[config.mk]
export PLATFORM = sky130hd
export DESIGN_NAME = vdma_burst_arbiter
export DESIGN_NICKNAME = d
export VERILOG_FILES = /design/src/rtl/vdma_burst_arbiter.sv
export SDC_FILE = /design/constraint.sdc
export NUM_CORES = 1
export LEC_CHECK = 0
export CAP_MARGIN = 20
export CORE_ASPECT_RATIO = 1.1
export CORE_UTILIZATION = 45
export CTS_CLUSTER_SIZE = 28
export DETAILED_ROUTE_END_ITERATION = 7
export GPL_TIMING_DRIVEN = 0
export PLACE_DENSITY_LB_ADDON = 0.05
export SYNTH_ARGS = -nofsm -noshare
export SYNTH_HDL_FRONTEND = slang
export SYNTH_SLANG_ARGS = --single-unit
[constraint.sdc]
create_clock -name clock -period 3.5 [get_ports clock]
set_input_delay 0.7 -clock clock [delete_from_list [all_inputs] [get_ports clock]]
set_output_delay 0.7 -clock clock [all_outputs]
set_load 0.05 [all_outputs]
[src/rtl/vdma_burst_arbiter.sv]
// rtl/vdma_burst_arbiter.sv - round-robin arbiter sharing one AXI burst engine among VDMA channels
// Optional feature macro: VDMA_ARB_TAIL_PRIORITY_EN (tail requests win over burst requests)
module vdma_burst_arbiter #(
    parameter int ID_W  = 2,
    parameter int LSIZE = 9
) (
    input  logic                           clock,
    input  logic                           rst,
    input  logic                           enable,
    input  logic [(1<<ID_W)-1:0]           burst_req,
    input  logic [(1<<ID_W)-1:0]           tail_req,
    input  logic [(1<<ID_W)*LSIZE-1:0]     req_len,
    output logic [(1<<ID_W)-1:0]           resp,
    output logic [(1<<ID_W)-1:0]           done,
    output logic                           cmd_valid,
    input  logic                           cmd_ready,
    output logic [LSIZE-1:0]               cmd_len,
    output logic [ID_W-1:0]                cmd_id,
    output logic                           cmd_tail,
    input  logic                           eng_done,
    output logic                           busy
);

    localparam int NUM_REQ = 1 << ID_W;

    typedef enum logic [1:0] {
        IDLE      = 2'd0,
        ISSUE     = 2'd1,
        WAIT_DONE = 2'd2,
        RELEASE   = 2'd3
    } state_t;

    state_t               state;
    state_t               state_nxt;
    logic [ID_W-1:0]      ptr;
    logic [ID_W-1:0]      ptr_nxt;

    // Arbitration results, only consumed while IDLE
    logic [NUM_REQ-1:0]   elig;
    logic                 arb_found;
    logic [ID_W-1:0]      arb_win;
    logic [ID_W-1:0]      cand;

    // Next values for the registered outputs
    logic                 cmd_valid_nxt;
    logic [LSIZE-1:0]     cmd_len_nxt;
    logic [ID_W-1:0]      cmd_id_nxt;
    logic                 cmd_tail_nxt;
    logic [NUM_REQ-1:0]   resp_nxt;
    logic [NUM_REQ-1:0]   done_nxt;
    logic                 busy_nxt;

    // Pick the first eligible channel at or after ptr, wrapping around
    always_comb begin
`ifdef VDMA_ARB_TAIL_PRIORITY_EN
        // Tail requests drain partially filled FIFOs, so they pre-empt full bursts;
        // a channel raising both is already counted in the tail set.
        elig = (|tail_req) ? tail_req : burst_req;
`else
        elig = burst_req | tail_req;
`endif
        arb_found = 1'b0;
        arb_win   = ptr;
        cand      = '0;
        for (int k = 0; k < NUM_REQ; k++) begin
            // ID_W-bit addition wraps naturally at NUM_REQ
            cand = ptr + ID_W'(k);
            if (!arb_found && elig[cand]) begin
                arb_found = 1'b1;
                arb_win   = cand;
            end
        end
    end

    // Next-state and next-output logic; outputs are registered from these values
    always_comb begin
        state_nxt     = state;
        ptr_nxt       = ptr;
        cmd_valid_nxt = 1'b0;
        cmd_len_nxt   = cmd_len;
        cmd_id_nxt    = cmd_id;
        cmd_tail_nxt  = cmd_tail;
        resp_nxt      = '0;
        done_nxt      = '0;
        case (state)
            IDLE: begin
                if (enable && arb_found) begin
                    state_nxt     = ISSUE;
                    cmd_valid_nxt = 1'b1;
                    cmd_id_nxt    = arb_win;
                    cmd_len_nxt   = req_len[int'(arb_win)*LSIZE +: LSIZE];
                    // Both request bits set on one channel means a tail transfer
                    cmd_tail_nxt  = tail_req[arb_win];
                    ptr_nxt       = arb_win + ID_W'(1);
                end
            end
            ISSUE: begin
                // The command stays posted even if the requester drops its level
                cmd_valid_nxt = 1'b1;
                if (cmd_ready) begin
                    cmd_valid_nxt = 1'b0;
                    resp_nxt      = NUM_REQ'(1) << cmd_id;
                    state_nxt     = WAIT_DONE;
                end
            end
            WAIT_DONE: begin
                if (eng_done) begin
                    done_nxt  = NUM_REQ'(1) << cmd_id;
                    state_nxt = RELEASE;
                end
            end
            RELEASE: begin
                // One dead cycle lets the channel retire its registered request
                state_nxt = IDLE;
            end
            default: begin
                state_nxt = IDLE;
            end
        endcase
        busy_nxt = (state_nxt != IDLE);
    end

    // State, pointer and output registers
    always_ff @(posedge clock) begin
        if (rst) begin
            state     <= IDLE;
            ptr       <= '0;
            cmd_valid <= 1'b0;
            cmd_len   <= '0;
            cmd_id    <= '0;
            cmd_tail  <= 1'b0;
            resp      <= '0;
            done      <= '0;
            busy      <= 1'b0;
        end else begin
            state     <= state_nxt;
            ptr       <= ptr_nxt;
            cmd_valid <= cmd_valid_nxt;
            cmd_len   <= cmd_len_nxt;
            cmd_id    <= cmd_id_nxt;
            cmd_tail  <= cmd_tail_nxt;
            resp      <= resp_nxt;
            done      <= done_nxt;
            busy      <= busy_nxt;
        end
    end

endmodule

# Yosys cells after proc, flatten, opt, wreduce, memory -nomap -nowiden
# Index checks and enable logic that the tools add are counted.
# word_totals
register_bits,26
latch_bits,0
mem_bits_rw,0
rom_bits,0
inputBits,49
output_inout_bits,22
elab_cells,65
n_memories,0
# op_classes
addsub,4
mul,1
n_div,0
order_cmp,5
eq_ne,3
n_shift,2
n_mux,24
n_bitwise,5
n_reduce_logical,12
# op_table
cell,count
36-bit by 7-bit variable part select with 9-bit output,1
2-bit by 3-bit less-than comparator with 1-bit output (second input constant),5
2-bit two-way mux,6
1-bit two-way mux,11
1-bit binary-select mux with 2-bit select,5
2-bit one-hot mux with 4 select lines,1
2-bit by 4-bit multiplier with 6-bit output (second input constant),1
3-bit OR reduction,2
2-bit by 1-bit adder with 2-bit output (second input constant),2
2-bit adder (second input constant),2
2-bit == test (second input constant),2
1-bit logical AND,4
1-bit NOT,4
4-bit bitwise OR,1
1-bit by 2-bit << shifter with 4-bit output (first input constant),1
1-bit zero test,3
2-bit by 1-bit == test with 1-bit output (second input constant),1
2-bit zero test,1
1-bit one-hot mux with 2 select lines,1
2-bit AND reduction,1
2-bit nonzero test,1

# Longest topological paths before layout
# depth
depth_word,17
ltp_mapped,8
ltp_nobuf,6

# Worst setup path after synthesis
# OpenSTA, ideal clock, no wires.
# synth_path
path_type,input -> register
start,in burst_req[1]
end,reg cmd_len[6]
setup_ps,103
t_arrival_ps,2219
required_ps,3397
path_slack_ps,1177
cell_stages,7
path_buffers,1
cell_sequence,or4_4 o21a_4 nor2_8 buf_8 a21o_4 a221oi_2 a2111oi_2
# synth_via
elab_chain_cells,15
elab_cells_between_ends,26
classes_between,1 x mul; 1 x shift; 15 x mux; 1 x bitwise; 8 x reduce/logical
# synth_rtl
element,line,text
"start, declared",10,"input logic [(1<<ID_W)-1:0] burst_req,"
4-bit bitwise OR *,60,elig = burst_req | tail_req;
1-bit binary-select mux with 2-bit select,68,if (!arb_found && elig[cand]) begin
1-bit two-way mux (implied by the code),68,
1-bit two-way mux,68,
1-bit zero test,68,
1-bit logical AND,68,
1-bit two-way mux,68,
1-bit zero test,68,
1-bit logical AND,68,
1-bit two-way mux,68,
1-bit zero test,68,
1-bit logical AND,68,
2-bit two-way mux or 1-bit two-way mux (tied branches),68,
2-bit by 4-bit multiplier with 6-bit output or 1-bit logical AND (tied branches),"91, 87",
36-bit by 7-bit variable part select with 9-bit output or 2-bit AND reduction (tied branches),-,
"end signal, assigned",139,cmd_len <= cmd_len_nxt;
"end, declared",17,"output logic [LSIZE-1:0] cmd_len,"
# Mark *: on every way between the ends. The rest lies on a longest branch, timed or not. The select of a mux whose other input is x is not followed.
# A chain may end at the register's enable or synchronous reset.

# Worst setup path after layout
# layout_path
start,in tail_req[1]
end,reg cmd_tail
# layout_via
elab_chain_cells,15
elab_cells_between_ends,26
classes_between,17 x mux; 1 x bitwise; 8 x reduce/logical
# layout_rtl
element,line,text
"start, declared",11,"input logic [(1<<ID_W)-1:0] tail_req,"
4-bit bitwise OR,60,
1-bit binary-select mux with 2-bit select,68,
1-bit two-way mux (implied by the code),68,
1-bit two-way mux,68,
1-bit zero test,68,
1-bit logical AND,68,
1-bit two-way mux,68,
1-bit zero test,68,
1-bit logical AND,68,
1-bit two-way mux,68,
1-bit zero test,68,
1-bit logical AND,68,
2-bit two-way mux or 1-bit two-way mux (tied branches),68,
1-bit binary-select mux with 2-bit select or 1-bit logical AND (tied branches),"93, 87",
1-bit two-way mux (implied by the code) or 2-bit AND reduction (tied branches),-,
"end signal, assigned",141,cmd_tail <= cmd_tail_nxt;
"end, declared",19,"output logic cmd_tail,"
# Parallel ways exist; a longest one is shown, timed or not. The select of a mux whose other input is x is not followed.

==> summary.txt <==
STA
  – Final period util: 79.0%
  – Final setup violation count: 0
  – Clk_skew: 0.00654 ns
  – Tightest Pin Transition: 0.716 ns
  – RSZ-0062 raised after global routing: false
  – FMAX: 361 MHz
  – TNS Setup: 0 ns
  – Final hold slack: 0.504 ns
  – Minimum clock period: 2.77 ns
  – Fin. max-slew vios: 0
  – Slew margin rel.: 51.8%
  – Fin. Hold Viols: 0

Outcome
  – Violated checks: DRC
  – Status: finished, violations left

Worst setup path
  – Worst Path Max Fanout: 10
  – WP buf/inv: 2
  – WS Path Type: input port to flip-flop
  – CP delay by family, top: compound AO/OA/AOI/OAI gates
  – Worst R2R Start: ptr[1]
  – Crit end category: flip-flop
  – CP max-delay cell: clkdlybuf4s50_1
  – Critical-path cell list: clkdlybuf4s50_1, nor2_1, o21ai_0, o2bb2ai_1, clkbuf_1, a21oi_1, a2111o_1, o21ai_0
  – Crit path from: tail_req[1]
  – Slowest stage delay, CP: 0.52 ns
  – Worst EP arrival: 3.04 ns
  – Worst EP required: 3.77 ns
  – Most frequent cell on the critical path: o21ai_0
  – Crit start category: input port

Logic synthesis
  – Post-synth ARST share: 0%
  – Top cell type's share of synthesized area: 33.5%
  – Post-Syn Area: 1550 µm²
  – Warnings from Yosys: 0
  – Synth area leaders: dfxtp_1, a2111oi_2, nor2_1
  – Most used DFF post-synth: dfxtp_1
  – Cells after synthesis: 172
  – Yosys top cell by area: dfxtp_1
  – EDFF count, synth: 0
  – Post-synth net total: 221
  – Syn avg cell area: 9.03 µm²
  – Count of different cell masters after synthesis: 40
  – FF+latch count, synth: 26
  – Sequential-to-total area share from yosys stat: 33.5%

Finish
  – Nets: 296
  – Total area of sequential cells: 520 µm²
  – Area grow syn2layout: 51.4%
  – Multi-input gate area: 973 µm²
  – Layout cells sized above 1: 11.4%
  – Finished Layout Cells: 282
  – Fill cells: 268
  – ANT cells: 0
  – Final Util: 71.2%

Routing
  – Antenna Nets Post-Route: 0
  – Via Count: 1,669
  – Vias per cell: 5.92
  – Drt pass-1 iters: 6
  – Overall routed net length: 4.33 mm
  – Drc violations: 4
  – Initial DRC Count: 149
  – Routed WL per cell: 15.3 µm

Clocking
  – CTS tree: done
  – Clock buffer depth: 2
  – Later-pin clock latency in the skew report: 0.33 ns
  – CTS Root Cell: clkbuf_4
  – Maximum level of the CTS H-tree: 1
  – Post-CTS resize count: 0
  – Total CTS buffers: 3
  – Worst-path clk slew: 0.15 ns
  – Cts hold-fix bufs: 0
  – Clk sink count: 26
  – Post-CTS Setup Inserts: 0

Floorplan
  – Core ar.: 3300 µm²
  – IO Count: 71
  – Die Span X: 58.0 µm
  – Die height: 63.6 µm
  – Initial core utilization: 47.0%
  – Die area: 3690 µm²
  – FP Rows: 22

Place
  – Total placed cells including tap cells: 278
  – Port Buffers: 70
  – Hpwl dp: 3.28 mm
  – Routability congestion estimate from global placement: 0.862

Pwr
  – Pwr dens: 422 nW/µm²
  – Tot Pwr: 993 µW
  – Lkg Pwr: 0.887 nW
  – VDD IR-drop max: 0.253 mV

GRT
  – Initial antenna violation count: 0
  – Vias in the first global route: 1,623
  – Total grt overflow: 0
  – Largest net degree at the start of global routing: 16
  – First-pass GRT wire length: 7.17 mm
  – Total Routing Usage GR: 24.5%

Worst hold path
  – Worst Hold Class: flip-flop to flip-flop
  – Hold Crit Start: cmd_tail

Flow run
  – Max_cap viols: 0
-- final timing paths --
path                              endpoint  slack [ns]  cells past startpoint
worst max-delay path              cmd_tail        0.73                      8
worst min register to register    cmd_tail        0.50                      2
worst min-delay path              cmd_tail        0.50                      2
worst max register to register  cmd_len[1]        1.18                      8
-- flip-flops by register name, summed over array words and instances, names as in the netlist --
name / count
done: 4
resp: 4
cmd_len: 9
cmd_valid: 1
cmd_id: 2
state: 2
cmd_tail: 1
ptr: 2
busy: 1
-- cell type report --
cell class,count,area share (%)
Buffer,10,2.39
Clock buffer,3,0.957
Clock inverter,1,1.28
Inverter,1,0.160
Multi-Input combinational cell,135,41.4
Sequential cell,26,22.1
Tap cell,36,1.91
Timing Repair Buffer,70,29.8
-- metrics by stage --
stage | setup slack, ns | instance area [µm²]
2_1_floorplan | 1.18 | 1550
3_3_place_gp | 0.443 | 2300
3_5_place_dp | 0.385 | 2300
4_1_cts | 0.750 | 2350
5_1_grt | 0.548 | 2350
6_report | 0.734 | 2350
-- synth_stat cells, types with 2 or more instances --
cell type,number
a2111oi_2,9
o21ai_0,8
nand2_1,5
nor3_1,3
dfxtp_1,26
mux2i_1,9
and2_1,9
a21oi_1,16
o22ai_1,2
or4_4,2
a31oi_1,2
a211oi_1,2
nand2b_1,5
nor2_1,26
a21o_1,8
clkbuf_1,5
or2_2,2
a221oi_1,9
buf_2,3
-- placed cells by master (no fill, tap or decap), types with 3 or more instances in the layout --
cell	netlist	layout
nand2b_1	5	5
a21o_1	8	8
nand2_1	5	5
nor3_1	3	3
dfxtp_1	26	26
nor2_1	26	26
a221oi_1	9	9
clkbuf_4	0	3
clkdlybuf4s50_1	0	70
clkbuf_1	5	5
a2111oi_2	9	9
mux2i_1	9	9
o21ai_0	8	8
a21oi_1	16	16
buf_2	3	3
and2_1	9	9
-- metal layers --
metal	wire length (µm)	track usage, %	up-vias	part of all wire [%]
met4	15	6.25	0	0.35
met1	1710	28.6	795	39
li1	-	-	809	-
met3	223	4.72	4	5.2
met2	2380	44.8	61	55
met5	0	0	-	0
-- tightest hold or removal path: cells and delay by family (launching register included) --
family          cells  cell delay (ns)
compound gates      1             0.06
simple gates        1             0.07
flops               1             0.35
-- logic make-up after synthesis --
kind of cell,after synthesis,share of synthesized area (%)
AO/OA/AOI/OAI,67,36.2
XOR/XNOR,1,0.564
buffers and inverters,11,3.86
flip-flops,26,33.5
multiplexers,9,5.80
AND/OR/NAND/NOR,58,20.0
-- power breakdown --
group / internal (mW) / leakage, nW / switching, mW
clock network: 0.116 / 0.0279 / 0.0938
logic: 0.192 / 0.646 / 0.244
registers: 0.321 / 0.213 / 0.0254
(Power assumes the default switching activity.)
